[config.mk]
export PLATFORM = sky130hd
export DESIGN_NAME = word_serializer
export DESIGN_NICKNAME = d
export VERILOG_FILES = /design/src/rtl/word_serializer.sv
export SDC_FILE = /design/constraint.sdc
export NUM_CORES = 1
export LEC_CHECK = 0
export ABC_AREA = 1
export CORE_MARGIN = 2
export CORE_UTILIZATION = 51
export CTS_CLUSTER_SIZE = 30
export DETAILED_ROUTE_END_ITERATION = 6
export MAX_ROUTING_LAYER = met4
export PLACE_DENSITY = 0.85
export SYNTH_ARGS = -nofsm -noshare
export SYNTH_HDL_FRONTEND = slang
export SYNTH_SLANG_ARGS = --single-unit
[constraint.sdc]
create_clock -name clk -period 1.6 [get_ports clk]
set_input_delay 0.24 -clock clk [delete_from_list [all_inputs] [get_ports clk]]
set_output_delay 0.24 -clock clk [all_outputs]
set_load 0.05 [all_outputs]
[src/rtl/word_serializer.sv]
// Word serializer: one parallel word per handshake, shifted out as start, LSB-first data, stop.
// Define SER_PARITY_EN to insert an even-parity bit between the last data bit and the stop bit.
module word_serializer #(
    parameter int DATA_W       = 32,
    parameter int CLKS_PER_BIT = 4
) (
    input  logic              clk,
    input  logic              rst_n,
    input  logic [DATA_W-1:0] data_in,
    input  logic              data_valid,
    output logic              data_ready,
    output logic              tx_out,
    output logic              busy,
    output logic              frame_done
);

    localparam int              BIT_W     = (DATA_W > 1) ? $clog2(DATA_W) : 1;
    localparam int              BAUD_W    = 16;
    localparam logic [BAUD_W-1:0] BAUD_LAST = BAUD_W'(CLKS_PER_BIT - 1);
    localparam logic [BIT_W-1:0]  BIT_LAST  = BIT_W'(DATA_W - 1);

    typedef enum logic [2:0] {
        IDLE,
        START,
        DATA,
`ifdef SER_PARITY_EN
        PARITY,
`endif
        STOP
    } state_e;

    state_e              state_q, state_d;
    logic [DATA_W-1:0]   shreg_q, shreg_d;
    logic [BAUD_W-1:0]   baud_q, baud_d;
    logic [BIT_W-1:0]    bit_q, bit_d;
    logic                tx_q, tx_d;
    logic                done_q, done_d;
    logic                tick;
`ifdef SER_PARITY_EN
    logic                parity_q, parity_d;
`endif

    assign tick = (baud_q == BAUD_LAST);

    always_comb begin
        // NOTE: every variable gets a default first so no path can infer a latch.
        state_d = state_q;
        shreg_d = shreg_q;
        baud_d  = baud_q;
        bit_d   = bit_q;
        tx_d    = tx_q;
        done_d  = 1'b0;
`ifdef SER_PARITY_EN
        parity_d = parity_q;
`endif
        if (state_q != IDLE) begin
            baud_d = tick ? '0 : baud_q + 1'b1;
        end

        unique case (state_q)
            IDLE: begin
                tx_d = 1'b1;
                if (data_valid) begin
                    state_d = START;
                    shreg_d = data_in;
                    bit_d   = '0;
                    baud_d  = '0;
                    tx_d    = 1'b0;
`ifdef SER_PARITY_EN
                    parity_d = ^data_in;
`endif
                end
            end
            START: begin
                if (tick) begin
                    state_d = DATA;
                    tx_d    = shreg_q[0];
                end
            end
            DATA: begin
                // tx_d is the value for the *next* bit period, so it looks one shift ahead.
                if (tick) begin
                    shreg_d = shreg_q >> 1;
                    if (bit_q == BIT_LAST) begin
                        bit_d = '0;
`ifdef SER_PARITY_EN
                        state_d = PARITY;
                        tx_d    = parity_q;
`else
                        state_d = STOP;
                        tx_d    = 1'b1;
`endif
                    end else begin
                        bit_d = bit_q + 1'b1;
                        tx_d  = shreg_d[0];
                    end
                end
            end
`ifdef SER_PARITY_EN
            PARITY: begin
                if (tick) begin
                    state_d = STOP;
                    tx_d    = 1'b1;
                end
            end
`endif
            STOP: begin
                if (tick) begin
                    state_d = IDLE;
                    tx_d    = 1'b1;
                    done_d  = 1'b1;
                end
            end
            default: begin
                state_d = IDLE;
                tx_d    = 1'b1;
            end
        endcase
    end

    always_ff @(posedge clk or negedge rst_n) begin
        // NOTE: sequential state uses non-blocking assignments only, so all registers update together.
        if (!rst_n) begin
            state_q <= IDLE;
            shreg_q <= '0;
            baud_q  <= '0;
            bit_q   <= '0;
            tx_q    <= 1'b1;
            done_q  <= 1'b0;
`ifdef SER_PARITY_EN
            parity_q <= 1'b0;
`endif
        end else begin
            state_q <= state_d;
            shreg_q <= shreg_d;
            baud_q  <= baud_d;
            bit_q   <= bit_d;
            tx_q    <= tx_d;
            done_q  <= done_d;
`ifdef SER_PARITY_EN
            parity_q <= parity_d;
`endif
        end
    end

    assign tx_out     = tx_q;
    assign frame_done = done_q;
    assign busy       = (state_q != IDLE);
    assign data_ready = (state_q == IDLE);

endmodule
== Yosys cells after proc, flatten, opt, wreduce, memory -nomap -nowiden ==
Cells that the tools add are included.

* Output and inout port bits: 4
* RAM bits: 0
* Register bits after elaboration: 58
* ROM bits: 0
* Memories kept: 0
* Logic and storage cells: 49
* Latch bits: 0
* Input bits: 35

* Equal/unequal tests: 10
* Bitwise operators: 0
* Reductions and logical operators: 6
* Multiplexer cells: 25
* Shift operators: 0
* Div/mod/pow operators: 0
* $mul: 0
* $lt $le $gt $ge: 0
* Add/subtract/negate cells: 2

{| class="wikitable"
|+ Operator list
! operator !! count
|-
| 16-bit 2-to-1 mux || 4
|-
| 32-bit 2-to-1 mux || 2
|-
| 32-bit case mux with 2 select lines || 1
|-
| 16-bit by 1-bit adder with 16-bit output (second input constant) || 1
|-
| 16-bit by 2-bit equality test with 1-bit output (second input constant) || 1
|-
| 3-bit 2-to-1 mux || 5
|-
| 5-bit 2-to-1 mux || 3
|-
| 3-bit case mux with 4 select lines || 1
|-
| 2-bit inequality test (second input constant) || 5
|-
| 5-bit case mux with 2 select lines || 1
|-
| 1-bit 2-to-1 mux || 7
|-
| 3-bit by 2-bit equality test with 1-bit output (second input constant) || 2
|-
| 3-bit AND reduction || 2
|-
| 5-bit by 1-bit adder with 5-bit output (second input constant) || 1
|-
| 5-bit equality test (second input constant) || 1
|-
| 5-bit AND reduction || 1
|-
| 1-bit case mux with 4 select lines || 1
|-
| 3-bit by 1-bit equality test with 1-bit output (second input constant) || 1
|-
| 3-bit logical NOT || 1
|-
| 3-bit nonzero test || 1
|-
| 2-bit nonzero test || 1
|}

== Depth between registers and ports, before layout ==
* Depth in word-level cells: 5
* Mapped depth: 11
* Gate-level depth less buffers: 11

== Worst setup path after synthesis ==
No wires, ideal clock.

* Path kind: flip-flop to flip-flop
* Start: register state_q[0]
* End: register baud_q[10]
* Buffers on the path: 1
* Cell stages (with the launch flop): 7
* Clock period less this slack: 2.008 ns
* Setup time: 0.067 ns
* Required time: 1.533 ns
* Arrival: 1.940 ns
* Setup slack: -0.408 ns
* Path through: dfrtp_1 > inv_1 > ha_1 > inv_2 > clkbuf_1 > nand3_1 > nand2_1

* Elaborated cells between the ends (all ways): 5
* Those cells by class: 3 x mux; 2 x reduce/logical

{| class="wikitable"
|+ RTL lines
! what !! RTL line !! source
|-
| start, declared || 32 || <nowiki>state_e state_q, state_d;</nowiki>
|-
| start signal, assigned || 134 || <nowiki>state_q <= state_d;</nowiki>
|-
| 3-bit logical NOT || - ||
|-
| net data_ready || 11 || <nowiki>output logic data_ready,</nowiki>
|-
| 16-bit 2-to-1 mux || 60 || <nowiki>unique case (state_q)</nowiki>
|-
| net baud_d[10] || 34 || <nowiki>logic [BAUD_W-1:0] baud_q, baud_d;</nowiki>
|-
| end signal, assigned || 136 || <nowiki>baud_q <= baud_d;</nowiki>
|-
| end, declared || 34 ||
|}

The timed path passes the listed nets, and every way through them passes these cells.
A chain may end at the register's enable or synchronous reset.

== Final worst setup path ==
* Start: register state_q[0]
* End: output busy

* Cells in the longest elaborated chain, start to end: 1

{| class="wikitable"
|+ Ends and longest elaborated chain
! what !! RTL line !! source
|-
| 3-bit nonzero test || 148 || <nowiki>assign busy = (state_q != IDLE);</nowiki>
|-
| end, declared || 13 || <nowiki>output logic busy,</nowiki>
|}

No other way between the ends.

==> run metrics <==
gp weighted congestion=between 0.9 and 1; remaining antenna violation count=0; largest net degree at the start of global routing=a little under 60; outcome=finished clean; vias per cell=around 5.2; Cell Area, Synth=around 3500 µm²; full die area=7610 µm²; count of cell types in the netlist=29; WS Path Type=reg -> out; Mapped Cells=~480; CP Max Fanout=3; met2 usage=between 30% and 40%; vias in the first global route=3069; worst slew pin tran=between 0.3 and 0.4 ns; I/O Buffers=38; Die Y=87.24 µm; minimum clock period after layout=between 1.5 and 2 ns; CP dominant cell by count=buf_12; CP endpoint kind=output pin; grt total ovfl=0; post-synth net total=522; Max-Cap Viols=0; Avg Cell Area, Syn=roughly 7.4 µm²; Register-to-Register Path Depth=8; Final Hold Fails=0; FILL cells=approximately 560; Final setup viols=0; post-DP HPWL=roughly 5.6 mm; Setup Skew=0.009995 ns; row cnt=30; FF-to-FF Start=state_q[1]; sequential area share after synthesis=about two fifths; CP bufs+invs=4; initial core utilization=52.30%; cell family with most CP delay=buffers and inverters; first-pass GRT wire length=about 14 mm; Hold WC Path Type=in -> async; Slew headroom=roughly three quarters; Reg-to-Reg End=shreg_q[12]; commonest non-fill, non-tap cell in the layout=nand2_1; RSZ-0062 raised after global routing=yes; FF+latch count, synth=57; clock latency on the worst-skew pair=~0.35 ns; Die X=87.24 µm; Iteration-0 DRC Markers=about 160; fin crit share=97.82%; Post-Route WL=about 8.1 mm; Pwr per Cell Area=around 1800 nW/µm²; worst path arrival time=between 1 and 1.5 ns; clk buf depth=2; max frequency=roughly 0.64 GHz; Clock Tree Root=clkbuf_8; Seq. cell area=between 1000 and 1500 µm²; overall routing resource usage=between 20% and 30%; WP data required=around 1.4 ns; CTS H-tree lvls=3; cts bufs inserted=9; Ports=39; layout net count=around 590; Sink Count=57; GR Layer Usage met1=27.95%; Worst IR Drop VDD=~1.1 mV; most frequent cells in the layout=244 x nand2_1, 55 x dfrtp_1, 34 x nand3_1, 33 x clkdlybuf4s50_1; area of the multi-input gates=approximately 1800 µm²; worst path cell trace=inv_2 -> ha_4 -> inv_4 -> buf_12 -> buf_12; P_leak=about 0.0023 µW; layout cells sized above 1=a little under a fifth; Placed Cells=a little over 600; GRT met3 Usage=under 10%; diode count=0; DR WL/cell=roughly 13 µm; critical path's slowest cell=dfrtp_1; Post-route DRC=0; via count=between 3000 and 4000; gr busiest metal=met2; TritonCTS clock tree=yes; post-layout instance count excluding filler cells=629; 1st-pass router iterations=4; slowest cell delay on critical path=around 0.39 ns; Layout area overhead=25.99%; clock-pin slew on the worst setup and hold paths=about 0.070 ns; core area=6756 µm²; crit path launch type=register; synth warn=0; Slew Limit Fails=0; worst reg2reg setup slack=~0.1 ns; setup TNS=0 ns; initial antenna violation count=0
## routing by layer
layer	part of all wire, %	vias to the layer above
li1	-	1626
met1	42	1535
met2	51	82
met3	5.2	21
met4	1.8	0
met5	0	-
## worst max-delay path by stage
stage	from	to	slack, ns	cells past startpoint
global placement	data_valid	shreg_q[20]	0.05	7
floorplan	state_q[0]	shreg_q[13]	0.005	9
CTS	state_q[0]	busy	0.002	5
detailed placement	state_q[0]	shreg_q[12]	0.002	8
finish	state_q[0]	busy	0.03	5
global route	state_q[0]	data_ready	-0.02	4
## registers in the layout, summed over array words and instances (netlist names)
name	flops
frame_done	1
baud_q	16
shreg_q	32
state_q	2
tx_out	1
bit_q	5
## logic make-up (layout without fill, tap and decap cells)
logic type / count (synthesis) / in the layout / share of synthesized area, %
simple gates: 354 / 354 / 44.83
flops: 57 / 57 / 40.40
buf+inv: 44 / 114 / 8.959
compound gates: 12 / 12 / 1.983
fa+ha+maj: 8 / 8 / 2.833
xor+xnor: 4 / 4 / 0.9917
## layout make-up
type | count | area share, %
Sequential cell | 57 | 32.10
Tap cell | 80 | 2.248
Clock buffer | 12 | 3.710
Multi-Input combinational cell | 378 | 41.26
Clock inverter | 4 | 1.124
Timing Repair Buffer | 76 | 17.65
Inverter | 22 | 1.911
## where the power goes
part,internal (µW),leakage [µW],switching [µW]
clock network,843,0.000105,602
logic,1890,0.00145,2600
registers,1980,0.000735,325
total,4710,0.00229,3530
## what timing repair did
action,4_1_cts,5_1_grt
endpoints found under the hold margin,56,0
pin swaps,0,4
hold buffers,1,0
setup buffers,2,3
resized for setup,5,12
setup endpoints to repair,2,41
## worst min-delay path: stages
cell	delay, ns
dlygate4sd3_1	0.52
buf_2	0.12
buf_12	0.27
## Yosys cell counts, drive strengths merged
cell type,n,share of area (%)
clkbuf,6,0.92
o21bai,3,0.64
clkinv,1,0.11
o22ai,2,0.35
xnor2,2,0.50
or2,1,0.18
dfstp,1,0.74
nand3,56,11
dfrtp,56,40
nor2,37,4.6
nand4,5,0.89
o21ai,7,0.99
nor3,2,0.28
buf,16,5.7
nand3b,4,0.85
xor2,2,0.50
inv,21,2.2
nand2,249,27
ha,8,2.8
## stage by stage
step / utilization (%) / area (µm²) / setup slack, ns / total power [µW] / hold slack, ns
6_report: 65.89 / 4452 / 0.03492 / 8232 / 0.4103
5_1_grt: 65.89 / 4452 / -0.01716 / 8848 / 0.4356
4_1_cts: 64.94 / 4388 / 0.002180 / 8099 / 0.4343
3_5_place_dp: 61.13 / 4130 / 0.002432 / 6525 / 0.2680
3_3_place_gp: 61.13 / 4130 / 0.04913 / 6315 / 0.2637
2_1_floorplan: - / 3547 / 0.005017 / 5437 / -0.05559
(Power assumes the default switching activity.)
